===== src/rtl/instr_fetch_queue.sv =====
// instr_fetch_queue: fetch buffer between the instruction memory block and decode.
// Captures read_data whenever the PC advances, holds up to DEPTH words and
// presents the head word and its decoded fields to decode.
// Optional build macro FETCHQ_STALL_CNT_EN adds a saturating queue-full stall
// counter on output stall_cnt.
module instr_fetch_queue #(
  parameter int AWIDTH = 6,
  parameter int RWIDTH = 32,
  parameter int DEPTH  = 4
) (
  input  logic                       clk,
  input  logic                       rst,
  input  logic                       fetch_en,
  input  logic [RWIDTH-1:0]          read_data,
  output logic [AWIDTH-1:0]          inc,
  input  logic                       flush,
  input  logic [AWIDTH-1:0]          redir_inc,
  output logic                       out_valid,
  input  logic                       out_ready,
  output logic [RWIDTH-1:0]          out_instr,
  output logic [5:0]                 out_opcode,
  output logic [4:0]                 out_rs,
  output logic [4:0]                 out_rt,
  output logic [15:0]                out_imm,
`ifdef FETCHQ_STALL_CNT_EN
  output logic [15:0]                stall_cnt,
`endif
  output logic [$clog2(DEPTH):0]     count
);

  localparam int PW = $clog2(DEPTH);
  localparam int CW = $clog2(DEPTH) + 1;

  logic [RWIDTH-1:0] mem_r [DEPTH];
  logic [PW-1:0]     wr_ptr_r;
  logic [PW-1:0]     rd_ptr_r;
  logic [CW-1:0]     count_r;
  logic              pop_s;
  logic              push_s;
  logic              not_full_s;

  // Handshake decode: flush suppresses both push and pop; a full queue
  // accepts a new word only when the head leaves in the same cycle.
  always_comb begin
    not_full_s = (count_r < CW'(DEPTH));
    pop_s      = (count_r != CW'(0)) & out_ready & ~flush;
    push_s     = fetch_en & ~flush & (not_full_s | pop_s);
  end

  // PC increment to the memory block; held at zero while reset is asserted.
  always_comb begin
    if (!rst) begin
      inc = AWIDTH'(0);
    end else if (flush) begin
      inc = redir_inc;
    end else if (push_s) begin
      inc = AWIDTH'(1);
    end else begin
      inc = AWIDTH'(0);
    end
  end

  // Word storage; contents are deliberately not reset.
  always_ff @(posedge clk) begin
    if (push_s) begin
      mem_r[wr_ptr_r] <= read_data;
    end
  end

  // Pointer and occupancy tracking; flush empties the queue at the next edge.
  always_ff @(posedge clk or negedge rst) begin
    if (!rst) begin
      wr_ptr_r <= PW'(0);
      rd_ptr_r <= PW'(0);
      count_r  <= CW'(0);
    end else if (flush) begin
      wr_ptr_r <= PW'(0);
      rd_ptr_r <= PW'(0);
      count_r  <= CW'(0);
    end else begin
      if (push_s) begin
        wr_ptr_r <= wr_ptr_r + PW'(1);
      end
      if (pop_s) begin
        rd_ptr_r <= rd_ptr_r + PW'(1);
      end
      case ({push_s, pop_s})
        2'b10:   count_r <= count_r + CW'(1);
        2'b01:   count_r <= count_r - CW'(1);
        default: count_r <= count_r;
      endcase
    end
  end

`ifdef FETCHQ_STALL_CNT_EN
  logic [15:0] stall_cnt_r;

  // Counts cycles where fetch was wanted but the full queue refused the word.
  always_ff @(posedge clk or negedge rst) begin
    if (!rst) begin
      stall_cnt_r <= 16'd0;
    end else if (flush) begin
      stall_cnt_r <= 16'd0;
    end else if (fetch_en && !push_s && (stall_cnt_r != 16'hFFFF)) begin
      stall_cnt_r <= stall_cnt_r + 16'd1;
    end else begin
      stall_cnt_r <= stall_cnt_r;
    end
  end

  assign stall_cnt = stall_cnt_r;
`endif

  // Head presentation; fields are plain slices and meaningless when invalid.
  always_comb begin
    out_valid  = (count_r != CW'(0));
    out_instr  = mem_r[rd_ptr_r];
    out_opcode = out_instr[31:26];
    out_rs     = out_instr[25:21];
    out_rt     = out_instr[20:16];
    out_imm    = out_instr[15:0];
    count      = count_r;
  end

endmodule


===== config.mk =====
export PLATFORM = sky130hd
export DESIGN_NAME = instr_fetch_queue
export DESIGN_NICKNAME = d
export VERILOG_FILES = /design/src/rtl/instr_fetch_queue.sv
export SDC_FILE = /design/constraint.sdc
export NUM_CORES = 1
export LEC_CHECK = 0
export BUFFER_PORTS_ARGS = -buffer_cell sky130_fd_sc_hd__buf_2
export CAP_MARGIN = 15
export CORE_MARGIN = 3
export CORE_UTILIZATION = 40
export DETAILED_ROUTE_END_ITERATION = 12
export MAX_ROUTING_LAYER = met4
export PLACE_DENSITY = 0.69
export RECOVER_POWER = 50
export SYNTH_ARGS = -nofsm -noshare
export SYNTH_HDL_FRONTEND = slang
export SYNTH_SLANG_ARGS = --single-unit
export TNS_END_PERCENT = 30

===== constraint.sdc =====
create_clock -name clk -period 4.95 [get_ports clk]
set_input_delay 0.99 -clock clk [delete_from_list [all_inputs] [get_ports clk]]
set_output_delay 0.99 -clock clk [all_outputs]
set_load 0.005 [all_outputs]

==> results_dict.tcl <==
set metrics [dict create \
    cp.arrival_ns 2.98 \
    post-synth-top-count-cell "edfxtp_1" \
    postPlaceCellArea_mm2 0.00597 \
    syn_inst 266 \
    rsz0062_at_grt "false" \
    row_count 42 \
    grt_max_degree 34 \
    finClkSkew_ns 0.0113 \
    post_cts_resized 0 \
    ys_warn_count 0 \
    ys_top_cells_by_area "edfxtp_1 70%, mux4_2 11%, buf_4 4.5%" \
    yosys-top-cells-count "128 x edfxtp_1, 33 x buf_4, 28 x mux4_2" \
    via_count 2680 \
    cts_made_buffers 17 \
    multi_input_area_mm2 0.00112 \
    cts-root-buf "clkbuf_16" \
    drt_iter0_drc 176 \
    portBuffers 116 \
    fmax_mhz 252 \
    grt_overflow_total 0 \
    path_class "register to output pin" \
    worstMarginPinSlew_ns 2.40 \
    clk_pin_slew_ns 0.06 \
    ys_dominant_reg_cell "edfxtp_1" \
    cp.required_ns 3.96 \
    fin_setup_tns_ns 0 \
    start_util_pct 41.1 \
    ant_nets 0 \
    ys_async_sr_fraction_pct 5.19 \
    clk_latency_ns 0.42 \
    hold_slack_ns 0.538 \
    cp-start-kind "register" \
    finalMaxSlewViolations 60 \
    hold_path.class "input pin to asynchronous set/reset pin" \
    ys_types 39 \
    outcome "finished with violations" \
    relSlewSlack_pct -59.8 \
    layout-drive-gt1-share_pct 39.5 \
    finalHoldViolCount 0 \
    gp_congestion 0.683 \
    synth_top_area_cell "edfxtp_1" \
    viasPerCell 4.91 \
    die_w_um 123 \
    first_pass_iters 5 \
    cts_tree "built" \
    syn_nets 314 \
    htree_levels 4 \
    nets 405 \
    totalWireLength_um 9500 \
    finalCritPeriodShare_pct 80.2 \
    cts_setup_buffers 0 \
    place_hpwl_um 5860 \
    critPathCaptureType "output pin" \
    power_density_mw_per_mm2 438 \
    dieArea_mm2 0.0152 \
    finalPower_mw 2.85 \
    synth_area_per_cell_um2 20.6 \
    grt.total_usage_pct 14.0 \
    die_h_um 123 \
    critPathMaxFanout 26 \
    irDropWorstVdd_v 0.000462 \
    grt_pass1_wl_um 14700 \
    n_antenna_cell 0 \
    violations "capacitance limit, slew limit" \
    post-route-min-period_ns 3.97 \
    drc 0 \
    core_area_mm2 0.0133 \
    seq_area_frac_synth_pct 73.3 \
    final_util_pct 48.8 \
    finalSetupViolations 0 \
    cts.path.max_buffers 2 \
    fill_cells 1158 \
    p_leak_nw 2.28 \
    ys_ff_latch 135 \
    cts.hold.buffers_added 0 \
    stdcell_area_mm2 0.00652 \
    area_growth_syn_to_layout_pct 18.8 \
    cts_sinks 135 \
    synth_edf_count 128 \
    grt_pass1_vias 2752 \
    netlist.area_leader.share_pct 70.1 \
    ff_latch_area_mm2 0.00402 \
    antenna_found_initial 0 \
    synthesis.area_mm2 0.00548 \
    max-cap-violations 2 \
    ioPinCount 117 \
    wire_per_inst_um 17.4 \
]
[area by class of cell]
class | count | share of cell area [%]
clock buffers | 17 | 6.53
clock inverters | 15 | 2.73
inverters | 4 | 0.230
multi-input cells | 82 | 17.1
flip-flops and latches | 135 | 61.7
well taps | 176 | 3.38
repair buffers | 117 | 8.31
[logic make-up after synthesis]
kind of cell / count (synthesis) / share of synthesized area [%]
DFF: 135 / 73.3
buffers and inverters: 49 / 6.30
muxes: 34 / 13.9
and+or+nand+nor: 27 / 2.99
AOI/OAI and AO/OA: 14 / 1.96
adders and majority gates: 5 / 1.28
xor gates and xnor gates: 2 / 0.319
[worst paths after layout]
check	startpoint	endpoint	slack, ns	cells past startpoint
worst max-delay path	rd_ptr_r[0]	out_instr[10]	0.98	3
worst min-delay path	rst	count[2]	0.54	1
worst max register to register	count[2]	mem_r[2][14]	1.79	3
worst min register to register	wr_ptr_r[0]	wr_ptr_r[0]	0.55	1
max in group asynchronous	rst	rd_ptr_r[1]	4.01	1
min in group clk	wr_ptr_r[0]	wr_ptr_r[0]	0.55	1
[registers in the layout, indices dropped and copies added (netlist names)]
signal and count:
wr_ptr_r 2, rd_ptr_r 2, count 3, mem_r 128
[through the flow]
step | cells | setup slack (ns)
2_1_floorplan | 266 | 2.36
6_report | 546 | 0.982
3_3_place_gp | 514 | 1.89
4_1_cts | 546 | 1.41
3_5_place_dp | 514 | 1.86
5_1_grt | 546 | 0.650
[placed cells by master, fill, tap and decap left out, types with 2 or more instances in the layout]
master / netlist / routed
nand2_1: 3 / 3
o21ai_0: 2 / 2
clkinvlp_4: 0 / 3
dfrtp_1: 7 / 6
clkinv_4: 0 / 3
and2_2: 0 / 3
inv_1: 4 / 4
mux4_2: 28 / 28
buf_2: 5 / 79
clkbuf_16: 0 / 17
nor3_1: 2 / 2
clkbuf_1: 2 / 37
ha_1: 4 / 4
xor2_1: 2 / 2
inv_6: 0 / 3
a21oi_1: 3 / 3
clkinv_1: 0 / 2
and3_1: 5 / 5
mux4_1: 4 / 4
bufinv_16: 0 / 3
nand2b_1: 2 / 2
nor2_1: 3 / 3
edfxtp_1: 128 / 128
[report_power, final]
part	internal, mW	switching [mW]
registers	1.30	0.0369
clock network	0.793	0.470
logic	0.138	0.118
[layer usage]
layer	vias to the layer above	part of all wire, %	GRT usage, %
li1	1226	-	-
met1	1348	41	16.3
met2	95	51	22.4
met3	11	6.3	4.21
met4	0	1.4	6.44
met5	-	0	-
[worst max-delay path: stages, from the launching register on]
cell and delay [ns]:
dfrtp_1 1.41, buf_4 0.40, mux4_1 0.59, buf_2 0.15
Power figures use the tool's default switching activity.
